$ cat config.mk
export PLATFORM = sky130hd
export DESIGN_NAME = rv32im_lsu_wb_flat
export DESIGN_NICKNAME = d
export VERILOG_FILES = /design/src/rtl/rv32im_lsu_wb_pkg.sv /design/src/rtl/rv32im_lsu_wb_if.sv /design/src/rtl/rv32im_lsu_wb_align.sv /design/src/rtl/rv32im_lsu_wb.sv /design/src/flat_wrapper.sv
export SDC_FILE = /design/constraint.sdc
export NUM_CORES = 1
export LEC_CHECK = 0
export BUFFER_PORTS_ARGS = -buffer_cell sky130_fd_sc_hd__buf_2
export CAP_MARGIN = 10
export CORE_MARGIN = 3
export CORE_UTILIZATION = 45
export CTS_CLUSTER_SIZE = 24
export DETAILED_ROUTE_END_ITERATION = 6
export PLACE_DENSITY = 0.73
export RECOVER_POWER = 100
export SKIP_CTS_REPAIR_TIMING = 1
export SLEW_MARGIN = 25
export SYNTH_ARGS = -nofsm -noshare
export SYNTH_HDL_FRONTEND = slang
export SYNTH_SLANG_ARGS = --single-unit
$ cat constraint.sdc
create_clock -name clk_i -period 2.7 [get_ports clk_i]
set_clock_uncertainty 0.1 [all_clocks]
set_input_delay 0.135 -clock clk_i [delete_from_list [all_inputs] [get_ports clk_i]]
set_output_delay 0.135 -clock clk_i [all_outputs]
set_load 0.05 [all_outputs]
$ cat src/rtl/rv32im_lsu_wb_pkg.sv
// Shared types and encodings for the rv32im load/store unit.
package rv32im_lsu_pkg;

  localparam logic [1:0] SZ_BYTE = 2'b00;
  localparam logic [1:0] SZ_HALF = 2'b01;
  localparam logic [1:0] SZ_WORD = 2'b10;

  localparam logic [1:0] CAUSE_NONE     = 2'b00;
  localparam logic [1:0] CAUSE_BUS      = 2'b01;
  localparam logic [1:0] CAUSE_MISALIGN = 2'b10;
  localparam logic [1:0] CAUSE_TIMEOUT  = 2'b11;

  typedef enum logic [2:0] {
    ST_IDLE  = 3'd0,
    ST_ARB   = 3'd1,
    ST_BEAT1 = 3'd2,
    ST_BEAT2 = 3'd3,
    ST_RESP  = 3'd4
  } lsu_state_e;

  // Half at odd offset or word off a word boundary straddles a lane group.
  function automatic logic is_misaligned(input logic [1:0] size, input logic [1:0] off);
    case (size)
      SZ_BYTE: return 1'b0;
      SZ_HALF: return off[0];
      default: return off != 2'b00;
    endcase
  endfunction

endpackage

$ cat src/rtl/rv32im_lsu_wb_if.sv
// Wishbone B4 pipelined master bus plus arbiter request/grant pair.
interface rv32im_lsu_wb_if #(parameter int XLEN = 32);
  // Request is valid while stb_o is high; it is taken on a cycle with stb_o & ~stall_i.
  // cyc_o frames the beat and stays high until ack_i or err_i ends it.
  logic [XLEN-1:0] master_dat_i;
  logic [XLEN-1:0] master_dat_o;
  logic [XLEN-3:0] adr_o;
  logic            cyc_o;
  logic            stb_o;
  logic            we_o;
  logic [3:0]      sel_o;
  logic            ack_i;
  logic            err_i;
  logic            stall_i;
  logic            ctrl_req_o;
  logic            ctrl_grant_i;

  modport master (
    input  master_dat_i, ack_i, err_i, stall_i, ctrl_grant_i,
    output master_dat_o, adr_o, cyc_o, stb_o, we_o, sel_o, ctrl_req_o
  );

  modport slave (
    output master_dat_i, ack_i, err_i, stall_i, ctrl_grant_i,
    input  master_dat_o, adr_o, cyc_o, stb_o, we_o, sel_o, ctrl_req_o
  );
endinterface

$ cat src/rtl/rv32im_lsu_wb_align.sv
// Byte-lane alignment: sel mask, store shift over a 64-bit view, load extract/extend.
module rv32im_lsu_align
  import rv32im_lsu_pkg::*;
(
  input  logic [1:0]  i_off,
  input  logic [1:0]  i_size,
  input  logic        i_unsigned,
  input  logic [31:0] i_st_data,
  input  logic [63:0] i_ld_raw,
  output logic [7:0]  o_sel,
  output logic [63:0] o_st_data,
  output logic [31:0] o_ld_data
);

  logic [3:0]  w_mask;
  logic [4:0]  w_shamt;
  logic [31:0] w_ld_shift;

  always_comb begin
    case (i_size)
      SZ_BYTE: w_mask = 4'b0001;
      SZ_HALF: w_mask = 4'b0011;
      SZ_WORD: w_mask = 4'b1111;
      default: w_mask = 4'b1111;
    endcase
    w_shamt    = {i_off, 3'b000};
    o_sel      = {4'b0000, w_mask} << i_off;
    o_st_data  = {32'b0, i_st_data} << w_shamt;
    w_ld_shift = 32'(i_ld_raw >> w_shamt);
    case (i_size)
      SZ_BYTE: o_ld_data = {{24{~i_unsigned & w_ld_shift[7]}}, w_ld_shift[7:0]};
      SZ_HALF: o_ld_data = {{16{~i_unsigned & w_ld_shift[15]}}, w_ld_shift[15:0]};
      default: o_ld_data = w_ld_shift;
    endcase
  end

endmodule

$ cat src/rtl/rv32im_lsu_wb.sv
// Load/store unit: Wishbone pipelined master with lane alignment, split beats and timeout.
module rv32im_lsu_wb
  import rv32im_lsu_pkg::*;
#(
  parameter int XLEN           = 32,
  parameter int MISALIGN_SPLIT = 1,
  parameter int TIMEOUT_CYCLES = 16,
  parameter int TO_W           = 5
) (
  input  logic            clk_i,
  input  logic            rst_n_i,
  input  logic            clear_i,
  input  logic            req_i,
  input  logic [XLEN-1:0] addr_i,
  input  logic [XLEN-1:0] data_i,
  input  logic [1:0]      word_size_i,
  input  logic            unsigned_i,
  input  logic            write_i,
  output logic [XLEN-1:0] data_o,
  output logic            busy_o,
  output logic            done_o,
  output logic            err_o,
  output logic [1:0]      err_cause_o,
  output lsu_state_e      state_o,
  rv32im_lsu_wb_if.master wb
);

  lsu_state_e      r_state, w_state_next;
  logic [XLEN-1:0] r_addr, r_wdata, r_buf_lo, r_data;
  logic [1:0]      r_size, r_cause;
  logic            r_unsigned, r_write, r_stb_sent, r_err;
  logic [TO_W-1:0] r_to_cnt;

  logic            w_fail, w_last_ack, w_in_beat, w_to_hit, w_need_b2, w_stb;
  logic [1:0]      w_fail_cause;
  logic [7:0]      w_sel8;
  logic [63:0]     w_st64, w_ld_raw;
  logic [31:0]     w_ld_data;

  rv32im_lsu_align u_align (
    .i_off      (r_addr[1:0]),
    .i_size     (r_size),
    .i_unsigned (r_unsigned),
    .i_st_data  (r_wdata),
    .i_ld_raw   (w_ld_raw),
    .o_sel      (w_sel8),
    .o_st_data  (w_st64),
    .o_ld_data  (w_ld_data)
  );

  assign w_need_b2 = |w_sel8[7:4];
  assign w_in_beat = (r_state == ST_BEAT1) || (r_state == ST_BEAT2);
  assign w_to_hit  = (TIMEOUT_CYCLES != 0) && (r_to_cnt == TO_W'(TIMEOUT_CYCLES - 1));
  // The final ack's lanes are combined with beat-1 lanes captured earlier.
  assign w_ld_raw  = (r_state == ST_BEAT2) ? {wb.master_dat_i, r_buf_lo}
                                           : {32'b0, wb.master_dat_i};

  always_ff @(posedge clk_i or negedge rst_n_i) begin
    if (!rst_n_i)     r_state <= ST_IDLE;
    else if (clear_i) r_state <= ST_IDLE;
    else              r_state <= w_state_next;
  end

  always_comb begin
    w_state_next = r_state;
    w_fail       = 1'b0;
    w_fail_cause = CAUSE_NONE;
    w_last_ack   = 1'b0;
    case (r_state)
      ST_IDLE: begin
        if (req_i) begin
          if ((MISALIGN_SPLIT == 0) && is_misaligned(word_size_i, addr_i[1:0])) begin
            w_state_next = ST_RESP;
            w_fail       = 1'b1;
            w_fail_cause = CAUSE_MISALIGN;
          end else if (wb.ctrl_grant_i) begin
            w_state_next = ST_BEAT1;
          end else begin
            w_state_next = ST_ARB;
          end
        end
      end
      ST_ARB: if (wb.ctrl_grant_i) w_state_next = ST_BEAT1;
      ST_BEAT1, ST_BEAT2: begin
        if (wb.err_i) begin
          w_state_next = ST_RESP;
          w_fail       = 1'b1;
          w_fail_cause = CAUSE_BUS;
        end else if (wb.ack_i) begin
          if ((r_state == ST_BEAT1) && w_need_b2) begin
            w_state_next = ST_BEAT2;
          end else begin
            w_state_next = ST_RESP;
            w_last_ack   = 1'b1;
          end
        end else if (w_to_hit) begin
          w_state_next = ST_RESP;
          w_fail       = 1'b1;
          w_fail_cause = CAUSE_TIMEOUT;
        end
      end
      ST_RESP: w_state_next = ST_IDLE;
      default: w_state_next = ST_IDLE;
    endcase
  end

  always_comb begin
    w_stb           = w_in_beat && !r_stb_sent;
    wb.cyc_o        = w_in_beat;
    wb.stb_o        = w_stb;
    wb.we_o         = w_in_beat && r_write;
    wb.sel_o        = 4'b0000;
    wb.adr_o        = '0;
    wb.master_dat_o = '0;
    if (r_state == ST_BEAT1) begin
      wb.sel_o = w_sel8[3:0];
      wb.adr_o = r_addr[XLEN-1:2];
      if (r_write) wb.master_dat_o = w_st64[31:0];
    end else if (r_state == ST_BEAT2) begin
      wb.sel_o = w_sel8[7:4];
      wb.adr_o = r_addr[XLEN-1:2] + (XLEN-2)'(1);
      if (r_write) wb.master_dat_o = w_st64[63:32];
    end
    wb.ctrl_req_o = w_in_beat || (r_state == ST_ARB);
    busy_o        = w_in_beat || (r_state == ST_ARB);
    done_o        = (r_state == ST_RESP);
  end

  always_ff @(posedge clk_i or negedge rst_n_i) begin
    if (!rst_n_i) begin
      r_addr <= '0; r_wdata <= '0; r_size <= SZ_BYTE; r_unsigned <= 1'b0; r_write <= 1'b0;
      r_stb_sent <= 1'b0; r_to_cnt <= '0; r_buf_lo <= '0; r_data <= '0;
      r_err <= 1'b0; r_cause <= CAUSE_NONE;
    end else if (clear_i) begin
      r_addr <= '0; r_wdata <= '0; r_size <= SZ_BYTE; r_unsigned <= 1'b0; r_write <= 1'b0;
      r_stb_sent <= 1'b0; r_to_cnt <= '0; r_buf_lo <= '0; r_data <= '0;
      r_err <= 1'b0; r_cause <= CAUSE_NONE;
    end else begin
      if ((r_state == ST_IDLE) && req_i) begin
        r_addr     <= addr_i;
        r_wdata    <= data_i;
        r_size     <= word_size_i;
        r_unsigned <= unsigned_i;
        r_write    <= write_i;
        r_err      <= 1'b0;
        r_cause    <= CAUSE_NONE;
      end
      if (w_fail) begin
        r_err   <= 1'b1;
        r_cause <= w_fail_cause;
      end
      // Every state change starts a fresh beat: re-arm strobe and timeout.
      if (r_state != w_state_next) begin
        r_stb_sent <= 1'b0;
        r_to_cnt   <= '0;
      end else begin
        if (w_stb && !wb.stall_i) r_stb_sent <= 1'b1;
        if (w_in_beat)            r_to_cnt   <= r_to_cnt + TO_W'(1);
      end
      if ((r_state == ST_BEAT1) && wb.ack_i && !wb.err_i) r_buf_lo <= wb.master_dat_i;
      if (w_last_ack && !r_write) r_data <= w_ld_data;
    end
  end

  assign data_o      = r_data;
  assign err_o       = r_err;
  assign err_cause_o = r_cause;
  assign state_o     = r_state;

endmodule

$ cat src/flat_wrapper.sv
// flat-port wrapper written by rule: the top's interface ports become plain ports
module rv32im_lsu_wb_flat import rv32im_lsu_pkg::*;
#(
  parameter int XLEN           = 32,
  parameter int MISALIGN_SPLIT = 1,
  parameter int TIMEOUT_CYCLES = 16,
  parameter int TO_W           = 5
)
  (clk_i, rst_n_i, clear_i, req_i, addr_i, data_i, word_size_i, unsigned_i, write_i, data_o, busy_o, done_o, err_o, err_cause_o, state_o, wb_master_dat_i, wb_ack_i, wb_err_i, wb_stall_i, wb_ctrl_grant_i, wb_master_dat_o, wb_adr_o, wb_cyc_o, wb_stb_o, wb_we_o, wb_sel_o, wb_ctrl_req_o);
  rv32im_lsu_wb_if #(.XLEN(XLEN)) wb_i ();
  input  logic clk_i;
  input  logic rst_n_i;
  input  logic clear_i;
  input  logic req_i;
  input  logic [XLEN-1:0] addr_i;
  input  logic [XLEN-1:0] data_i;
  input  logic [1:0] word_size_i;
  input  logic unsigned_i;
  input  logic write_i;
  output logic [XLEN-1:0] data_o;
  output logic busy_o;
  output logic done_o;
  output logic err_o;
  output logic [1:0] err_cause_o;
  output lsu_state_e state_o;
  input wire logic [$bits(wb_i.master_dat_i)-1:0] wb_master_dat_i;
  input wire logic [$bits(wb_i.ack_i)-1:0] wb_ack_i;
  input wire logic [$bits(wb_i.err_i)-1:0] wb_err_i;
  input wire logic [$bits(wb_i.stall_i)-1:0] wb_stall_i;
  input wire logic [$bits(wb_i.ctrl_grant_i)-1:0] wb_ctrl_grant_i;
  output wire logic [$bits(wb_i.master_dat_o)-1:0] wb_master_dat_o;
  output wire logic [$bits(wb_i.adr_o)-1:0] wb_adr_o;
  output wire logic [$bits(wb_i.cyc_o)-1:0] wb_cyc_o;
  output wire logic [$bits(wb_i.stb_o)-1:0] wb_stb_o;
  output wire logic [$bits(wb_i.we_o)-1:0] wb_we_o;
  output wire logic [$bits(wb_i.sel_o)-1:0] wb_sel_o;
  output wire logic [$bits(wb_i.ctrl_req_o)-1:0] wb_ctrl_req_o;
  assign wb_i.master_dat_i = wb_master_dat_i;
  assign wb_i.ack_i = wb_ack_i;
  assign wb_i.err_i = wb_err_i;
  assign wb_i.stall_i = wb_stall_i;
  assign wb_i.ctrl_grant_i = wb_ctrl_grant_i;
  assign wb_master_dat_o = wb_i.master_dat_o;
  assign wb_adr_o = wb_i.adr_o;
  assign wb_cyc_o = wb_i.cyc_o;
  assign wb_stb_o = wb_i.stb_o;
  assign wb_we_o = wb_i.we_o;
  assign wb_sel_o = wb_i.sel_o;
  assign wb_ctrl_req_o = wb_i.ctrl_req_o;
  rv32im_lsu_wb #(.XLEN(XLEN), .MISALIGN_SPLIT(MISALIGN_SPLIT), .TIMEOUT_CYCLES(TIMEOUT_CYCLES), .TO_W(TO_W)) u_core (.clk_i(clk_i), .rst_n_i(rst_n_i), .clear_i(clear_i), .req_i(req_i), .addr_i(addr_i), .data_i(data_i), .word_size_i(word_size_i), .unsigned_i(unsigned_i), .write_i(write_i), .data_o(data_o), .busy_o(busy_o), .done_o(done_o), .err_o(err_o), .err_cause_o(err_cause_o), .state_o(state_o), .wb(wb_i));
endmodule
Word level (Yosys, flattened, before mapping)
Index checks and enable logic that the tools add are counted.
{"block": "totals", "regBits": 144, "inputBits": 108, "output_inout_bits": 110, "wordCells": 109}
{"block": "op_classes", "n_addsub": 2, "n_eq_ne": 7, "shifts": 3, "n_mux": 58, "bitwise": 3, "reduce_logical": 24}
{"op": "$mux W32", "n": 12}
{"op": "$mux W64", "n": 1}
{"op": "$pmux W32 S2", "n": 1}
{"op": "$shl A32 B5 Y64", "n": 1}
{"op": "$shr A64 B5 Y32", "n": 1}
{"op": "$mux W30", "n": 2}
{"op": "$add A30 B1 Y30 const B", "n": 1}
{"op": "$mux W3", "n": 7}
{"op": "$mux W2", "n": 10}
{"op": "$mux W1", "n": 18}
{"op": "$mux W5", "n": 3}
{"op": "$pmux W3 S3", "n": 1}
{"op": "$reduce_bool A3 Y1", "n": 3}
{"op": "$logic_and A1 B1 Y1", "n": 8}
{"op": "$mux W4", "n": 2}
{"op": "$pmux W4 S2", "n": 1}
{"op": "$shl A4 B2 Y8", "n": 1}
{"op": "$eq A3 B2 Y1 const B", "n": 2}
{"op": "$reduce_bool A2 Y1", "n": 3}
{"op": "$add A5 B1 Y5 const B", "n": 1}
{"op": "$eq A5 B4 Y1 const B", "n": 1}
{"op": "$logic_not A1 Y1", "n": 4}
{"op": "$reduce_or A4 Y1", "n": 1}
{"op": "$eq A3 B1 Y1 const B", "n": 1}
{"op": "other kinds (9)", "n": 11}

Longest topological paths before layout
Gate-level depths: netlist of the first run.
{"block": "logic_depth", "word_depth": 12, "mapped_depth": 9}

By module
Synthesis of the first run repeated with hierarchy kept, for this count alone.
{"block": "unflattened", "hier_cells": 1147, "hier_area_um2": 9829.4}
{"mod": "rv32im_lsu_wb", "n_inst": 1, "cells_each": 905, "area_each_um2": 7791.2, "seq_area_each_um2": 3578.4}
{"mod": "rv32im_lsu_align", "n_inst": 1, "cells_each": 242, "area_each_um2": 2038.2, "seq_area_each_um2": 0.0}

Worst setup path before layout of the first run
OpenSTA, ideal clock, no wires.
{"block": "synth_path", "kind": "register -> output", "from": "register u_core.r_state[2], in the netlist u_core.state_o[2]", "to": "output port wb_adr_o[28]", "arrival_ps": 3100, "setup_slack_ps": -635, "stages_incl_launch_ff": 8, "path_buffers": 3, "cell_sequence": "dfrtp_1 buf_4 nand2b_1 inv_1 clkbuf_1 clkbuf_1 nand2_1 o21ai_0"}
{"block": "synth_between", "elab_chain_cells": 3, "word_cells_on_any_way": 4, "cone_classes": "eq/ne (2); mux (2)"}
{"element": "from (decl)", "line_no": "rv32im_lsu_wb.sv:28", "text": "lsu_state_e r_state, w_state_next;"}
{"element": "from (signal assigned)", "line_no": "rv32im_lsu_wb.sv:61", "text": "else r_state <= w_state_next;"}
{"element": "$eq A3 B2 Y1", "line_no": "rv32im_lsu_wb.sv:119", "text": "end else if (r_state == ST_BEAT2) begin"}
{"element": "$mux W30", "line_no": "rv32im_lsu_wb.sv:119"}
{"element": "$mux W30 (*)", "line_no": "rv32im_lsu_wb.sv:115", "text": "if (r_state == ST_BEAT1) begin"}
{"element": "to (decl)", "line_no": "flat_wrapper.sv:32", "text": "output wire logic [$bits(wb_i.adr_o)-1:0] wb_adr_o;"}
Mark *: on every way between the ends. The rest lies on a longest branch, timed or not.

Worst setup path after layout of the first run
{"block": "layout_path", "from": "register u_core.r_addr[1]", "to": "output port wb_master_dat_o[13]"}
{"block": "layout_between", "elab_chain_cells": 4, "word_cells_on_any_way": 5, "cone_classes": "shift (1); mux (4)"}
{"element": "from (decl)", "line_no": "rv32im_lsu_wb.sv:29", "text": "logic [XLEN-1:0] r_addr, r_wdata, r_buf_lo, r_data;"}
{"element": "from (signal assigned)", "line_no": "rv32im_lsu_wb.sv:140", "text": "r_addr <= addr_i;"}
{"element": "$shl A32 B5 Y64 (*)", "line_no": "rv32im_lsu_wb_align.sv:28", "text": "o_st_data = {32'b0, i_st_data} << w_shamt;"}
{"element": "$mux W32", "line_no": "rv32im_lsu_wb.sv:122", "text": "if (r_write) wb.master_dat_o = w_st64[63:32];"}
{"element": "$mux W32", "line_no": "rv32im_lsu_wb.sv:119"}
{"element": "$mux W32 (*)", "line_no": "rv32im_lsu_wb.sv:115"}
{"element": "to (decl)", "line_no": "flat_wrapper.sv:31", "text": "output wire logic [$bits(wb_i.master_dat_o)-1:0] wb_master_dat_o;"}
Marks and branches as above.

==> summary.txt, run 1 <==
Outcome
  – Status: finished, violations left
  – Failing checks: capacitance limit, slew limit

Clock network
  – CTS buffer count: 17
  – Clk_lat worst skew: 0.42 ns
  – CTS clk-pin slew, worst paths: 0.07 ns
  – H-tree levels: 4
  – Clk buf depth: 2
  – CTS tree: done
  – Root Buffer: clkbuf_16
  – Sinks on the clock net: 143

Global routing
  – Antenna violations before repair: 1
  – Largest net degree at the start of global routing: 74
  – Number of global-route vias before repair: 8304
  – Gr usage total: 0.2568
  – First-pass GRT wire length: 44.31 mm
  – Grt ovf: 0

Setup path
  – Buffers & Inverters on Critical Path: 2
  – R2r startpoint: u_core.state_o[1]
  – Worst reg2reg endpoint: u_core.data_o[12]
  – Crit path kind: reg2out
  – Cells along the critical path: inv_2 > nand2_1 > o22ai_1 > and2_1 > clkbuf_2
  – CP startpoint kind: flop
  – Peak fanout along the critical path: 14
  – Req. time, crit path: 2.47 ns
  – Largest delay contributor family on the critical path: buffers and inverters
  – Flop2flop setup slack: 0.13 ns
  – Crit path largest cell delay: 0.51 ns
  – R2R depth: 6
  – Crit end category: primary output
  – CP max stage cell: dfrtp_1
  – Crit path DAT: 2.38 ns

Synth
  – Post-synth EDFFs: 0
  – Leading area contributor after synthesis: dfrtp_1
  – Ys Warns: 0
  – Synth top area share: 0.4080
  – Sequential share of the synthesized area: 0.4080
  – Area of the mapped netlist: 8770 sq um
  – Dominant synthesized flop cell: dfrtp_1
  – Ranking of synthesized cells by area: dfrtp_1 41%, mux2i_1 8.1%, nand2_1 7.3%
  – Syn Inst Count: 970
  – Syn Nets: 1081
  – Distinct cell type count after synthesis: 54
  – #FFs+latches synth: 143
  – Syn avg cell area: 9.041 sq um
  – FFs w/ async S/R, synth: 1.000

Die
  – Core ar.: 18960 sq um
  – Starting density of the core: 0.4626
  – # rows: 50
  – Die width: 145.6 microns
  – # IOs: 218
  – Die area: 21200 sq um
  – Die Span Y: 145.6 microns

Cells and area
  – Fillers: 1613
  – Final nets: 1367
  – Area Growth Syn to Fin: 35.14%
  – Seq. cell area: 3583 sq um
  – Share of layout cells above drive strength 1: 0.2467
  – Antenna diodes: 0
  – Finished Layout Cells: 1529
  – Multi-input logic area: 4976 sq um

Detailed routing
  – Drt drc: 0
  – Antenna-violating nets left: 0
  – Vias per inst: 5.770
  – WL/cell: 19.44 microns
  – Vias: 8822
  – Final WL: 29.73 mm
  – Initial drt markers: 757
  – Number of detailed-route iterations in the first pass: 5

Min path
  – Hold Path End: u_core.r_addr[0]
  – Hold/Removal Path Class: in2reg
  – Hold Path Depth: 4
  – Hold_sp: req_i

Power and ir drop
  – Sw frac: 0.3083
  – P_int: 3945 uW
  – Psw: 1758 uW
  – Leakage: 0.005092 uW
  – Clock group share of total power: 0.395
  – Power, Total: 5704 uW
  – VDD IR max: 0.4318 mV
  – Pwr/cell area: 481.3 nW/um^2
  – Comb pwr share: 0.196
  – Seq pwr share: 0.409

Placement
  – Gpl congestion: 0.8871
  – Post-DP HPWL: 19.12 mm
  – Post-Place Cells: 1391
  – PortBufs: 217

STA
  – Setup violators final: 0
  – Final-report max-slew violation count: 71
  – Hold Vio Cnt, Final: 0
  – Tightest Pin Transition: 1.936 ns
  – Fmax: 381.9 MHz
  – Crit path time final: 2.618 ns
  – Tcrit/Tclk final: 0.9697
  – Max-slew headroom: -0.2910

Job
  – Max cap viols: 1
[power groups by stage]
stage	combinational, uW	sequential (uW)	clock [uW]
final	1120	2330	2250
after global routing	1200	2350	2360
after CTS	996	2330	2270
after detailed placement	990	2370	0
after global placement	980	2360	0
after floorplan	628	2360	0
[tightest hold or removal path: cells and delay by family]
family / cells / cell delay [ns]
simple gates: 2 / 0.21
buf+inv: 1 / 0.11
compound gates: 1 / 0.06
[flip-flops by register name, summed over array words and instances (netlist names)]
| register | cells |
|---|---|
| u_core.data_o | 32 |
| u_core.err_cause_o | 2 |
| u_core.r_addr | 32 |
| u_core.r_buf_lo | 32 |
| u_core.r_size | 2 |
| u_core.r_stb_sent | 1 |
| u_core.r_to_cnt | 5 |
| u_core.r_unsigned | 1 |
| u_core.r_wdata | 32 |
| u_core.r_write | 1 |
| u_core.state_o | 3 |
[area by class of cell]
type / count / area share
timing repair buffer: 355 / 0.2007
multi-input combinational: 729 / 0.4199
clock buffer: 20 / 0.03685
sequential: 143 / 0.3024
inverter: 10 / 0.003484
tap: 260 / 0.02745
clock inverter: 12 / 0.009291
[cell usage in the layout, fill, tap and decap left out, types with 9 or more instances in the layout]
cell           synthesis  routed
nor3_1                22      21
a21oi_1               81      77
and3_1                12      12
and2_1                21      20
a32oi_1                9       9
o21ai_0               36      35
nor2b_1               12      11
dfrtp_1              143     141
nor2_2                 0      12
clkbuf_2               0      48
buf_4                  6      25
xnor2_1               17      17
dlygate4sd3_1          0     104
nor2_1                62      50
nand3_1               11       9
a22oi_1                9       9
mux2i_1               71      71
a22o_1                43      43
o21a_1                 9       9
buf_2                 14     114
clkbuf_1              61      54
clkbuf_4               0       9
mux2_2                 9       9
clkbuf_16              0      17
nand2_1              170     169
mux4_2                16      16
xor2_1                 9       9
o22ai_1               15      15
[worst max path at each step]
stage | to | cells past startpoint | from | slack [ns]
2_1_floorplan | wb_master_dat_o[24] | 7 | u_core.state_o[2] | -0.16
3_3_place_gp | u_core.data_o[11] | 6 | u_core.state_o[1] | 0.30
5_1_grt | wb_adr_o[22] | 7 | u_core.r_addr[2] | -0.06
4_1_cts | wb_adr_o[13] | 5 | u_core.state_o[0] | -0.15
6_report | wb_master_dat_o[13] | 5 | u_core.r_addr[1] | 0.08
3_5_place_dp | u_core.data_o[27] | 5 | u_core.state_o[1] | 0.24
[metal layers]
layer  GRT usage  part of all wire
met1      0.3407              0.40
met3     0.06166             0.074
met5           0           0.00044
met4      0.1059             0.028
met2      0.4064              0.49
[synthesized netlist by cell type (16+ instances only)]
library cell,count
mux2i_1,71
nand2_1,170
a22o_1,43
xnor2_1,17
mux4_2,16
o21ai_0,36
dfrtp_1,143
nor3_1,22
and2_1,21
nor2_1,62
a21oi_1,81
clkbuf_1,61
[through the flow]
step                worst slack [ns]  hold slack (ns)  utilization  setup TNS (ns)  cell area (sq um)
floorplan                    -0.1578          -0.2606            -          -1.399               8859
global placement              0.2993           0.1126       0.5389               0              10220
detailed placement            0.2378           0.1128       0.5389               0              10220
CTS                          -0.1486          -0.3462       0.5678          -2.194              10760
global route                -0.05793          0.06682       0.6252         -0.1025              11850
finish                       0.08177          0.03423       0.6252               0              11850
[kinds of logic after synthesis]
kind of cell / Yosys count / share of synthesized area
AND/OR/NAND/NOR: 355 / 0.1895
flip-flops: 143 / 0.4080
adder cells (fa/ha/maj): 3 / 0.004281
multiplexers: 97 / 0.1354
buffers and inverters: 99 / 0.04951
AO/OA/AOI/OAI: 247 / 0.1873
XOR/XNOR: 26 / 0.02597
Note: power is estimated with default switching activity, not from simulation.
==> run 2, diff against run 1 <==
ABC_AREA = 1   (was not set)
==> summary.txt, run 2 <==
Synth
  – Post-synth top cells: 316 x nand2_1, 176 x inv_1, 160 x o21ai_0
  – Sequential share of the synthesized area: 0.3787
  – Leading area contributor after synthesis: dfrtp_1
  – Dominant synthesized flop cell: dfrtp_1
  – #FFs+latches synth: 143
  – Distinct cell type count after synthesis: 45
  – Synth top area share: 0.3787
  – Post-synth EDFFs: 0
  – Ys Warns: 0
  – Count leader, synth: nand2_1
  – Syn Nets: 1462
  – Syn Inst Count: 1351
  – Area of the mapped netlist: 9450 sq um
  – Syn avg cell area: 6.995 sq um
  – Ranking of synthesized cells by area: dfrtp_1 38%, nand2_1 13%, o21ai_0 8.5%
  – FFs w/ async S/R, synth: 1.000

Setup path
  – Peak fanout along the critical path: 13
  – Crit path from: u_core.state_o[2]
  – Req. time, crit path: 2.47 ns
  – Largest delay contributor family on the critical path: buffers and inverters
  – CP startpoint kind: flop
  – Crit end category: primary output
  – Crit path kind: reg2out
  – Cells along the critical path: nor3_4 > buf_4 > clkinvlp_4 > o21ai_0 > buf_2
  – R2r startpoint: u_core.state_o[0]
  – Crit path DAT: 2.38 ns
  – CP max stage cell: dfrtp_1
  – Buffers & Inverters on Critical Path: 3
  – Crit path largest cell delay: 0.50 ns

Cells and area
  – Commonest non-fill, non-tap cell in the layout: nand2_1
  – Layout Utilization: 0.6058
  – Final Cell Area: 12380 sq um
  – Share of layout cells above drive strength 1: 0.1749
  – Final nets: 1756
  – Area Growth Syn to Fin: 30.95%
  – Finished Layout Cells: 1930
  – Commonest non-fill, non-tap cells in the layout: 313 x nand2_1, 174 x inv_1, 166 x o21ai_0

Placement
  – Gpl congestion: 0.9698
  – Area post-placement: 10800 sq um
  – PortBufs: 217
  – Worst slack at placement: 0.2918 ns
  – Post-DP HPWL: 23.85 mm
  – Post-Place Cells: 1783

Die
  – Die area: 22780 sq um
  – Core ar.: 20430 sq um
  – # rows: 52
  – # IOs: 218
  – Starting density of the core: 0.4626
  – Die width: 150.9 microns
  – Die Span Y: 150.9 microns

Detailed routing
  – Final WL: 34.44 mm
  – Drt drc: 0
  – Initial drt markers: 1164
  – Antenna-violating nets left: 0
  – WL/cell: 17.84 microns
  – Vias per inst: 5.545
  – Number of detailed-route iterations in the first pass: 6
  – Vias: 10701

Clock network
  – Clk buf depth: 2
  – Root Buffer: clkbuf_16
  – Clk_lat worst skew: 0.43 ns
  – CTS buffer count: 17
  – Sinks on the clock net: 143
  – CTS tree: done
  – CTS clk-pin slew, worst paths: 0.06 ns
  – H-tree levels: 4

STA
  – Tightest Pin Transition: 1.189 ns
  – Setup violators final: 0
  – Hold Vio Cnt, Final: 2
  – Max-slew headroom: 0.2075
  – Final-report max-slew violation count: 0
  – Fmax: 382.9 MHz
  – RSZ-0062 raised after global routing: false
  – Worst hold slack: -0.008653 ns
  – Crit path time final: 2.612 ns
  – Setup ws final: 0.08816 ns
  – Tcrit/Tclk final: 0.9673

Power and ir drop
  – Sw frac: 0.3214
  – Leakage: 0.005760 uW
  – Clock group share of total power: 0.404
  – Psw: 2007 uW
  – Power, Total: 6243 uW
  – Pwr/cell area: 504.5 nW/um^2
  – Seq pwr share: 0.377
  – VDD IR max: 0.4269 mV
  – Comb pwr share: 0.219
  – P_int: 4236 uW

Global routing
  – First-pass GRT wire length: 51.16 mm
  – Grt ovf: 0
  – Number of global-route vias before repair: 9763
  – Antenna violations before repair: 1
  – Largest net degree at the start of global routing: 80
  – Gr usage total: 0.2878

Min path
  – Hold_sp: wb_master_dat_i[4]
  – Hold/Removal Path Class: in2reg

Job
  – Max cap viols: 0

Outcome
  – Status: finished, violations left
  – Failing checks: hold timing
-- run 2: changes by cell type in the layout (fill, tap and decap cells not counted), moves of 24 or more --
cell	previous run	this run
nand3_1	9	140
o21ai_0	35	166
nand2_1	169	313
o22ai_1	15	46
nor2_1	50	74
mux2i_1	71	1
a22o_1	43	1
inv_1	8	174
-- run 2: worst reg2reg max path, cell delays in order, from the launching register on --
cell and delay (ns):
dfrtp_2 0.48, buf_4 0.20, nor2_1 0.16, nand2_1 0.11, nor2_4 0.13, clkbuf_4 0.37
nand2_1 0.12, a21oi_1 0.19, dlygate4sd3_1 0.57
-- run 2: area by class of cell --
class | count | area (sq um)
fill | 1926 | 8054
multi-input combinational | 940 | 4720
sequential | 143 | 3582
timing repair buffer | 358 | 2405
inverter | 184 | 696.9
clock buffer | 19 | 432.9
tap | 270 | 337.8
clock inverter | 13 | 188.9
timing repair inverter | 1 | 7.507
antenna | 2 | 5.005
-- run 2: layer usage --
metal  track usage  up-vias  part of all wire
met3       0.06044      106             0.087
met2        0.4517      554              0.46
li1              -     5073                 -
met4        0.1124        0             0.042
met1        0.3905     4968              0.41
met5             0        -                 0
-- run 2: through the flow --
step	setup TNS (ns)	hold slack, ns
2_1_floorplan	-4.256	-0.2606
3_3_place_gp	0	0.1372
3_5_place_dp	0	0.1441
4_1_cts	-2.734	-0.3176
5_1_grt	0	0.0007869
6_report	0	-0.008653
-- run 2: power groups by stage --
stage / Sequential, uW / Combinational, uW / Clock [uW]
final: 2350 / 1370 / 2520
after detailed placement: 2390 / 1240 / 0
after CTS: 2350 / 1240 / 2550
after global routing: 2360 / 1500 / 2650
after floorplan: 2400 / 799 / 0
after global placement: 2380 / 1220 / 0
-- run 2: logic make-up (layout without fill, tap and decap cells) --
kind of cell               Yosys count  count (layout)  synth area share
AOI/OAI and AO/OA                  347             347            0.2251
xor gates and xnor gates             4               4          0.003707
adders and majority gates            3               3          0.003972
buffers and inverters              268             575            0.1170
DFF                                143             143            0.3787
and+or+nand+nor                    585             585            0.2705
muxes                                1               1          0.001059
other                                0               2                 0
-- run 2: worst paths after layout --
kind	slack, ns	cells after the start	endpoint
worst max-delay path	0.09	5	wb_adr_o[4]
worst min register to register	0.38	2	u_core.data_o[24]
worst min-delay path	-0.009	3	u_core.r_buf_lo[4]
max in group asynchronous	0.49	3	u_core.state_o[0]
min in group asynchronous	0.22	2	u_core.r_buf_lo[18]
worst max register to register	0.21	8	u_core.r_addr[27]
